===== src/rtl/reduce_pkg.sv =====
// Shared flit layout and op-class constants for the reduction ingress path.
// Destination coordinates are packed Z:Y:X from high to low, so dst[n-1:0] starts at DstXPos.
package reduce_pkg;

    localparam int FlitWidth     = 82;
    localparam int ValidBitPos   = 81;
    localparam int PayloadWidth  = 32;
    localparam int PayloadPos    = 0;
    localparam int opPos         = 32;
    localparam int opWidth       = 4;
    localparam int DstFieldWidth = 3;
    localparam int DstXPos       = 36;
    localparam int DstYPos       = DstXPos + DstFieldWidth;
    localparam int DstZPos       = DstYPos + DstFieldWidth;

    localparam logic [1:0] OpClassReduce = 2'b11;

    function automatic logic is_reduce_op(input logic [opWidth-1:0] op);
        return op[opWidth-1 -: 2] == OpClassReduce;
    endfunction

endpackage


===== src/rtl/reduce_fifo.sv =====
// First-word-fall-through FIFO with extended-pointer full/empty detection.
// The head entry is read combinationally so it is visible right after the pushing edge.
module reduce_fifo #(
    parameter int Width      = 85,
    parameter int LgDepth    = 4,
    parameter int CountWidth = 13
) (
    input  logic                  clk,
    input  logic                  rst_ni,
    input  logic                  push_i,
    input  logic [Width-1:0]      din_i,
    input  logic                  pop_i,
    output logic [Width-1:0]      dout_o,
    output logic [CountWidth-1:0] count_o,
    output logic                  full_o,
    output logic                  empty_o
);

    localparam int Depth = 2 ** LgDepth;

    logic [Width-1:0]   mem [Depth];
    logic [LgDepth:0]   wr_ptr_q, wr_ptr_d;
    logic [LgDepth:0]   rd_ptr_q, rd_ptr_d;
    logic [LgDepth:0]   occupancy;
    logic               do_push, do_pop;

    assign empty_o = (wr_ptr_q == rd_ptr_q);
    assign full_o  = (wr_ptr_q[LgDepth] != rd_ptr_q[LgDepth]) &&
                     (wr_ptr_q[LgDepth-1:0] == rd_ptr_q[LgDepth-1:0]);

    assign do_push = push_i && !full_o;
    assign do_pop  = pop_i && !empty_o;

    assign wr_ptr_d = do_push ? wr_ptr_q + 1'b1 : wr_ptr_q;
    assign rd_ptr_d = do_pop  ? rd_ptr_q + 1'b1 : rd_ptr_q;

    // Pointer difference wraps naturally, giving 0..Depth.
    assign occupancy = wr_ptr_q - rd_ptr_q;
    assign count_o   = {{(CountWidth-LgDepth-1){1'b0}}, occupancy};
    assign dout_o    = mem[rd_ptr_q[LgDepth-1:0]];

    always_ff @(posedge clk or negedge rst_ni) begin
        if (!rst_ni) begin
            wr_ptr_q <= '0;
            rd_ptr_q <= '0;
        end else begin
            wr_ptr_q <= wr_ptr_d;
            rd_ptr_q <= rd_ptr_d;
        end
    end

    always_ff @(posedge clk) begin
        if (do_push) begin
            mem[wr_ptr_q[LgDepth-1:0]] <= din_i;
        end
    end

endmodule


===== src/rtl/reduce_ingress.sv =====
// Router ingress for the reduction unit: steers reduction flits (tagged with their children
// mask) into a FWFT FIFO and everything else into a one-entry bypass register.
module reduce_ingress
    import reduce_pkg::*;
#(
    parameter logic [2:0] rank_z      = 3'b0,
    parameter logic [2:0] rank_y      = 3'b0,
    parameter logic [2:0] rank_x      = 3'b0,
    parameter int         lg_numprocs = 3,
    parameter int         lg_depth    = 4
) (
    input  logic                            clk,
    input  logic                            rst,
    input  logic [FlitWidth-1:0]            in_flit,
    input  logic                            in_valid,
    output logic                            in_ready,
    input  logic                            cfg_we,
    input  logic [lg_numprocs-1:0]          cfg_addr,
    input  logic [lg_numprocs-1:0]          cfg_children,
    output logic [FlitWidth+lg_numprocs-1:0] packetA,
    input  logic                            rd_en,
    output logic [12:0]                     fifo_counter,
    output logic                            buf_empty,
    output logic                            buf_full,
    output logic [FlitWidth-1:0]            bypass_flit,
    output logic                            bypass_valid,
    input  logic                            bypass_ready
);

    localparam int NumEntries = 2 ** lg_numprocs;
    localparam int EntryWidth = FlitWidth + lg_numprocs;

    logic [lg_numprocs-1:0] children_q [NumEntries];
    logic [lg_numprocs-1:0] child_idx;
    logic                   flit_is_red, flit_is_byp;
    logic                   accept, red_accept, byp_accept;
    logic [EntryWidth-1:0]  fifo_head;
    logic                   bypass_valid_q, bypass_valid_d;
    logic [FlitWidth-1:0]   bypass_flit_q, bypass_flit_d;

    assign child_idx   = in_flit[DstXPos +: lg_numprocs];
    assign flit_is_red = in_flit[ValidBitPos] && is_reduce_op(in_flit[opPos +: opWidth]);
    assign flit_is_byp = in_flit[ValidBitPos] && !flit_is_red;

    always_comb begin
        in_ready = 1'b1;
        if (flit_is_red) begin
            in_ready = !buf_full;
        end else if (flit_is_byp) begin
            in_ready = !bypass_valid_q || bypass_ready;
        end
        in_ready = in_ready && rst;
    end

    assign accept     = in_valid && in_ready;
    assign red_accept = accept && flit_is_red;
    assign byp_accept = accept && flit_is_byp;

    // Table reads see the old entry during a same-index write.
    generate
        for (genvar gi = 0; gi < NumEntries; gi++) begin : g_children
            always_ff @(posedge clk or negedge rst) begin
                if (!rst) begin
                    children_q[gi] <= '0;
                end else if (cfg_we && cfg_addr == lg_numprocs'(gi)) begin
                    children_q[gi] <= cfg_children;
                end
            end
        end
    endgenerate

    reduce_fifo #(
        .Width      (EntryWidth),
        .LgDepth    (lg_depth),
        .CountWidth (13)
    ) u_fifo (
        .clk     (clk),
        .rst_ni  (rst),
        .push_i  (red_accept),
        .din_i   ({children_q[child_idx], in_flit}),
        .pop_i   (rd_en),
        .dout_o  (fifo_head),
        .count_o (fifo_counter),
        .full_o  (buf_full),
        .empty_o (buf_empty)
    );

    assign packetA = {fifo_head[EntryWidth-1:ValidBitPos+1],
                      fifo_head[ValidBitPos] & ~buf_empty,
                      fifo_head[ValidBitPos-1:0]};

    always_comb begin
        bypass_valid_d = bypass_valid_q;
        bypass_flit_d  = bypass_flit_q;
        if (byp_accept) begin
            bypass_valid_d = 1'b1;
            bypass_flit_d  = in_flit;
        end else if (bypass_ready) begin
            bypass_valid_d = 1'b0;
        end
    end

    always_ff @(posedge clk or negedge rst) begin
        if (!rst) begin
            bypass_valid_q <= 1'b0;
            bypass_flit_q  <= '0;
        end else begin
            bypass_valid_q <= bypass_valid_d;
            bypass_flit_q  <= bypass_flit_d;
        end
    end

    assign bypass_valid = bypass_valid_q;
    assign bypass_flit  = bypass_flit_q;

endmodule

===== config.mk =====
export PLATFORM = sky130hd
export DESIGN_NAME = reduce_ingress
export DESIGN_NICKNAME = d
export VERILOG_FILES = /design/src/rtl/reduce_pkg.sv /design/src/rtl/reduce_fifo.sv /design/src/rtl/reduce_ingress.sv
export SDC_FILE = /design/constraint.sdc
export NUM_CORES = 1
export LEC_CHECK = 0
export ABC_AREA = 1
export CELL_PAD_IN_SITES_DETAIL_PLACEMENT = 1
export CELL_PAD_IN_SITES_GLOBAL_PLACEMENT = 1
export CORE_AREA = 2 2 253 442
export CTS_BUF_LIST = sky130_fd_sc_hd__clkbuf_4
export DETAILED_ROUTE_END_ITERATION = 10
export DIE_AREA = 0 0 255 444
export DONT_BUFFER_PORTS = 1
export GPL_TIMING_DRIVEN = 0
export PLACE_DENSITY = 0.84
export SLEW_MARGIN = 20
export SYNTH_ARGS = -nofsm -noshare
export SYNTH_HDL_FRONTEND = slang
export SYNTH_SLANG_ARGS = --single-unit

===== constraint.sdc =====
create_clock -name clk -period 9.45 [get_ports clk]
set_clock_uncertainty 0.1 [all_clocks]
set_input_delay 1.89 -clock clk [delete_from_list [all_inputs] [get_ports clk]]
set_output_delay 1.89 -clock clk [all_outputs]
set_load 0.02 [all_outputs]

==> metrics.md, run 1 <==
| Metric | Value |
|---|---|
| H-tree depth reported by CTS | `5` |
| Setup WS pre-CTS | `3660 ps` |
| Slew HR | `20.4%` |
| Clock Sink Count | `1477` |
| Share of the synthesized area in compound gates (AO/OA/AOI/OAI) | `9.87%` |
| Status | `finished, final reports clean` |
| Most frequent cells after synthesis | `edfxtp_1, nor2_1, o21ai_0` |
| CP Buf/Inv Count | `4` |
| Critical path required time | `7460 ps` |
| RSZ-0062 raised after global routing | `false` |
| Cts bufs inserted | `338` |
| Footprint of the multi-input gates | `13000 um^2` |
| Total GRT Usage | `36.9%` |
| Crit path cell chain | `buf_2 > clkinv_1 > clkbuf_1 > ha_1 > nand2_1 > nor2_1 > nand2_1 > inv_1 > a21oi_1` |
| Core Region | `110000 um^2` |
| Worst-Margin Slew | `1180 ps` |
| Hold Buf Count CTS | `0` |
| Setup Buffers After CTS | `0` |
| HP Class | `in -> async` |
| DP Area | `62300 um^2` |
| Post-Synth Adder-Cell Area | `0.226%` |
| Power Dens Cells | `302 nW/um^2` |
| CP max stage cell | `a21oi_1` |
| IR drop worst, VDD | `0.000163 V` |
| Setup Crit Path Kind | `reg -> out` |
| Clock transition at the registers of the reported paths | `80 ps` |
| Leak pwr | `0.0237 uW` |
| GRT overflow | `0` |
| Most common cell in the netlist | `edfxtp_1` |
| CP max stage delay | `730 ps` |
| Final period utilization | `75.5%` |
| Most common cell on crit path | `nand2_1` |
| Post-cts sizing count | `0` |
| First-pass GRT wire length | `300 mm` |
| I/O pin cnt | `278` |
| EDFF count, synth | `1360` |
| Fmax | `140 MHz` |
| Setup violators final | `0` |
| Share of cells above drive strength 1 | `15.1%` |
| CP startpoint kind | `flop` |
| Synth warn | `0` |
| DRT iter0 DRCs | `4583` |
| Syn avg cell area | `12.4 um^2` |
| Number of fill cells in the layout | `11200` |
| Vias/cell | `6.26` |
| Clk_lat worst skew | `1360 ps` |
| CP Max Fanout | `10` |
| Clock buffer depth | `4` |
| Final Cell Area | `66400 um^2` |
| Hold_ws | `141 ps` |
| Mapped cell area | `58800 um^2` |
| Final worst setup slack | `2320 ps` |
| DRC Markers | `0` |
| Die Wd | `255 um` |
| DR vias | `43700` |
| Delay-heaviest family, CP | `buffers and inverters` |
| Post-synth ARST share | `7.92%` |
| Final Max Slew Viols | `0` |
| Synth area leaders | `edfxtp_1, nor2_1, o21ai_0` |
| Clock tree from TritonCTS | `yes` |
| Fin nets | `5369` |
| # port buffers | `0` |
| Post-Syn Instances | `4740` |
| Initial antenna violation count | `15` |
| Hpwl dp | `140 mm` |
| Wire per inst | `30.0 um` |
| Post-DRT Antenna Nets | `0` |
| Die H | `444 um` |
| Initial Util | `53.5%` |
| Post-Synth Simple-Gate Area | `11.6%` |
| Reg area | `43800 um^2` |
| GP Congestion | `0.842` |
| Util after Layout | `60.4%` |
| Largest net degree at the start of global routing | `119` |
| Final Hold Viols | `0` |
| 1st-pass router iterations | `6` |
| Max-cap violation count | `0` |
| # rows | `161` |
| Largest area contributor in the netlist | `edfxtp_1` |
| Die ar. | `113000 um^2` |
| Final Critical Period | `7130 ps` |
| Unique masters post-synth | `29` |
| Main synth FF type | `edfxtp_1` |
| CP Data Arrival Time | `5140 ps` |
| Sequential-to-total area share from yosys stat | `74.5%` |
| Fin Setup TNS | `0 ps` |
| CTS Root Buffer Type | `clkbuf_4` |
| Count of state elements after synthesis | `1477` |
| XOR/XNOR share of the synthesized area | `0.149%` |
| Mux cell area share after synthesis | `0.102%` |
| CP endpoint kind | `primary output` |
| Top cell type's share of synthesized area | `69.5%` |
| Largest family of logic cells by synthesized area | `simple AND/OR/NAND/NOR gates` |
| Final WL | `209 mm` |
| Vias in the first global route | `47500` |
| Area delta synth->final | `12.9%` |
cell type report:
cell class | count | share of cell area (%)
sequential | 1477 | 66.0
inverter | 131 | 0.745
multi-input combinational | 2828 | 19.6
clock buffer | 477 | 5.40
tap | 1467 | 2.77
clock inverter | 93 | 0.681
timing repair buffer | 178 | 2.34
buffer | 311 | 2.48
antenna | 10 | 0.0377
metal layers:
layer  up-vias  part of all wire [%]  GRT usage [%]
li1      18100                     -              -
met1     21800                    31           37.1
met2      2797                    51           63.3
met3       985                   8.4           10.1
met4         6                   9.2           30.3
met5         -                 0.016              0
metrics by stage:
stage	std cells	power [uW]
2_1_floorplan	4747	12000
3_3_place_gp	6214	14400
3_5_place_dp	6392	14800
4_1_cts	6962	19900
5_1_grt	6969	20700
6_report	6972	20000
worst paths after layout:
kind                               startpoint  slack, ps  cells after the start                 to
max                        u_fifo.rd_ptr_q[2]       2320                      9        packetA[81]
min                                       rst        140                      0    bypass_flit[39]
max reg2reg                u_fifo.rd_ptr_q[2]       3460                     17  u_fifo.mem[8][57]
min reg2reg                     children_q[8]        390                      2      children_q[8]
max in group asynchronous                 rst       8810                      0    bypass_flit[12]
min in group clk                children_q[8]        390                      2      children_q[8]
worst register-to-register path, delay by kind of cell, from the launching register on:
kind	cells	cell delay [ps]
AND/OR/NAND/NOR	5	1240
flip-flops	1	340
adder cells (fa/ha/maj)	1	490
buffers and inverters	11	3480
kinds of logic (layout without fill, tap and decap cells):
family	count (synthesis)	count (layout)
AO/OA/AOI/OAI	1053	1053
XOR/XNOR	10	10
adder cells (fa/ha/maj)	10	10
buffers and inverters	442	1190
flip-flops	1477	1477
multiplexers	6	6
other	1	18
AND/OR/NAND/NOR	1741	1741
flip-flops by register name, indices dropped and copies added, names as in the netlist:
signal / count
bypass_flit: 82
u_fifo.mem: 1360
bypass_valid: 1
u_fifo.rd_ptr_q: 5
children_q: 24
u_fifo.wr_ptr_q: 5
placed cells by master, fill, tap and decap left out, types with 2 or more instances in the layout:
master and n:
edfxtp_1 1360, nor2_1 945, o21ai_0 639, nand2_1 593, clkbuf_4 477, nand3_1 180
buf_4 170, o211ai_1 168, clkbuf_1 148, o21ai_1 147, dfrtp_1 117, inv_1 104
clkinv_1 98, o22ai_1 90, buf_6 67, buf_2 63, buf_1 31, nor3_2 15
clkinv_2 12, diode_2 10, xor2_1 9, ha_1 9, a21oi_1 8, conb_1 8
mux2i_1 6, inv_2 4, buf_16 4, clkbuf_2 3, nand4_1 3, bufinv_16 3
nor3_1 2, nor2_4 2, buf_12 2
power breakdown:
| part | internal [uW] | switching, uW | total (uW) |
|---|---|---|---|
| combinational | 1760 | 5820 | 7580 |
| sequential | 7260 | 185 | 7440 |
| clock | 2400 | 2590 | 4990 |
| total | 11400 | 8600 | 20000 |
Note: power is estimated with default switching activity, not from simulation.
==> run 2, diff against run 1 <==
- CORE_AREA: 2 2 253 442 -> 2 2 265 464
- DIE_AREA: 0 0 255 444 -> 0 0 267 466
- PLACE_DENSITY: 0.84 -> 0.81
- clock period: 9.45 -> 5.75 ns (I/O delays scaled with it)
==> run 2 against run 1 <==
Clock power up 68%. Combinational power increased by 68%. Clock-buffer cell count up 18. Die area rose by 9.9%. Via count shrank 0.42%. Cell area grew 2.1%. Setup slack got worse by 2300 ps. Global-route usage fell by 3.3 points. Sequential share of layout area decreased by 1.3 points. Utilization is 4.3 points lower. Critical endpoint is now in_ready. Largest power group unchanged.
==> metrics.md, run 2 (synthesis results as in run 1) <==
| Metric | Value |
|---|---|
| H-tree depth reported by CTS | `5 (unchanged)` |
| Hpwl dp | `142 mm (+1.4%)` |
| Setup violators final | `0 (unchanged)` |
| Core Region | `121000 um^2 (+10%)` |
| Vias/cell | `5.98 (-4.5%)` |
| Clock buffer depth | `4 (unchanged)` |
| Most frequent cells in the layout | `edfxtp_1, nor2_1, o21ai_0` |
| CP max stage delay | `560 ps (-170 ps)` |
| Final WL | `211 mm (+0.96%)` |
| Power Dens Cells | `491 nW/um^2 (+63%)` |
| Post-Route M1 WL | `68.4 mm (+4.0%)` |
| DRC Markers | `0 (unchanged)` |
| Clock Sink Count | `1477 (unchanged)` |
| Total GRT Usage | `33.7% (-3.3 points)` |
| Layout Cells excl Fill | `7270 (+4.3%)` |
| Most common cell after layout, fill and taps aside | `edfxtp_1` |
| Placed Cells | `6550 (+2.5%)` |
| Clk_lat worst skew | `1360 ps (about the same)` |
| DR vias | `43500 (-0.42%)` |
| Util after Layout | `56.1% (-4.3 points)` |
| Wire per inst | `29.0 um (-3.2%)` |
| Die H | `466 um (+5.0%)` |
| Area delta synth->final | `15.2%` |
| Slew HR | `20.7% (+0.33 points)` |
| HP Class | `in -> reg` |
| RSZ-0062 raised after global routing | `false` |
| Largest register FFs | `1360 (unchanged)` |
| CP endpoint kind | `primary output` |
| Crit path cell chain | `clkinv_1 > clkbuf_1 > ha_1 > nand2_1 > nor2_1 > nand3_1 > nand2_1 > inv_1` |
| Die ar. | `124000 um^2 (+9.9%)` |
| Final period utilization | `98.9%` |
| Most common cell on crit path | `nand2_1` |
| Fmax | `176 MHz` |
| Tot Pwr | `33300 uW (+66%)` |
| # rows | `169 (+5.0%)` |
| Largest net degree at the start of global routing | `118 (-0.84%)` |
| WL met3 | `16.6 mm (-5.3%)` |
| Post-DRT Antenna Nets | `0 (unchanged)` |
| Final Hold Viols | `0 (unchanged)` |
| Initial antenna violation count | `31 (+16)` |
| Die Wd | `267 um (+4.7%)` |
| Final Max Slew Viols | `0 (unchanged)` |
| Leak pwr | `0.0242 uW (+2.1%)` |
| 1st-pass router iterations | `7 (+1)` |
| CP Buf/Inv Count | `3 (-1)` |
| Status | `finished, final reports clean` |
| Vias in the first global route | `47300 (-0.37%)` |
| Clock tree from TritonCTS | `yes` |
| Top Layer Used | `met5` |
| Initial Util | `48.7% (-4.9 points)` |
| Fin Setup TNS | `0 ps (unchanged)` |
| I/O pin cnt | `278 (unchanged)` |
| GP Congestion | `0.854 (+1.5%)` |
| Setup Crit Path Kind | `reg -> out` |
| Setup Buffers After CTS | `0 (unchanged)` |
| Final Critical Period | `5690 ps` |
| GRT overflow | `0 (unchanged)` |
| First-pass GRT wire length | `302 mm (+0.59%)` |
| IR drop worst, VDD | `0.000396 V (+140%)` |
| CP Max Fanout | `10 (unchanged)` |
| CP Data Arrival Time | `4440 ps (-700 ps)` |
| CTS Root Buffer Type | `clkbuf_4` |
| Hold_ws | `88.9 ps (-51.6 ps)` |
| CP max stage cell | `clkinv_1` |
| Share of cells above drive strength 1 | `15.3% (+0.22 points)` |
| Delay-heaviest family, CP | `buffers and inverters` |
| Worst-Margin Slew | `1180 ps (+0.198 ps)` |
| # port buffers | `0 (unchanged)` |
| Critical path required time | `4500 ps (-2960 ps)` |
| CP startpoint kind | `flop` |
| Cts bufs inserted | `348 (+3.0%)` |
| Max-cap violation count | `0 (unchanged)` |
| DRT iter0 DRCs | `3953 (-14%)` |
| Clock transition at the registers of the reported paths | `80 ps (about the same)` |
| Routed wl met2 | `108 mm (+1.9%)` |
| Fin nets | `5469 (+1.9%)` |
[run 2: cell count changes in the layout (fill, tap and decap cells not counted), sizes merged]
cell         change
clkbuf          +20
clkinv           +6
clkinvlp         +1
diode           +23
dlygate4sd3     +88
inv              +3
[run 2: area by class of cell]
type                            count  area [um^2]
Buffer                            311         1650
Antenna cell                       33         82.6
Fill cell                       12500        53000
Timing Repair Buffer              268         2470
Tap cell                         1624         2030
Clock inverter                    103          490
Sequential cell                  1477        43800
Multi-Input combinational cell   2828        13000
Clock buffer                      495         3720
Inverter                          131          500
[run 2: through the flow]
stage          instance area (um^2)  worst slack [ps]
3_3_place_gp                  60800             -9280
2_1_floorplan                 58800             -2560
5_1_grt                       67700              14.7
4_1_cts                       67600              37.6
6_report                      67700              60.7
3_5_place_dp                  62500              -147
[run 2: final timing paths]
kind | endpoint | from | slack, ps | cells past startpoint
max in group asynchronous | bypass_flit[57] | rst | 4570 | 2
max reg2reg | u_fifo.mem[2][49] | u_fifo.rd_ptr_q[3] | 90 | 15
min | children_q[2] | cfg_children[2] | 90 | 2
min in group asynchronous | u_fifo.wr_ptr_q[1] | rst | 400 | 2
min reg2reg | children_q[20] | children_q[20] | 390 | 2
max | in_ready | u_fifo.rd_ptr_q[3] | 60 | 8
[run 2: metal layers]
layer	track usage (%)	vias to the layer above
met4	26.8	6
met5	0	-
met1	34.2	21900
met2	58.5	2408
met3	8.62	801
li1	-	18400
[run 2: report_power, final]
group	switching [uW]	total, uW	internal [uW]
Combinational	9740	12700	2950
Sequential	298	12200	11900
Clock	4270	8360	4100
Total	14300	33300	19000
[run 2: repair_timing]
action / 4_1_cts / 5_1_grt
gates resized for setup: 5 / 6
endpoints found under the setup margin: 73 / 4
endpoints found under the hold margin: 1512 / 0
hold buffers: 89 / 0
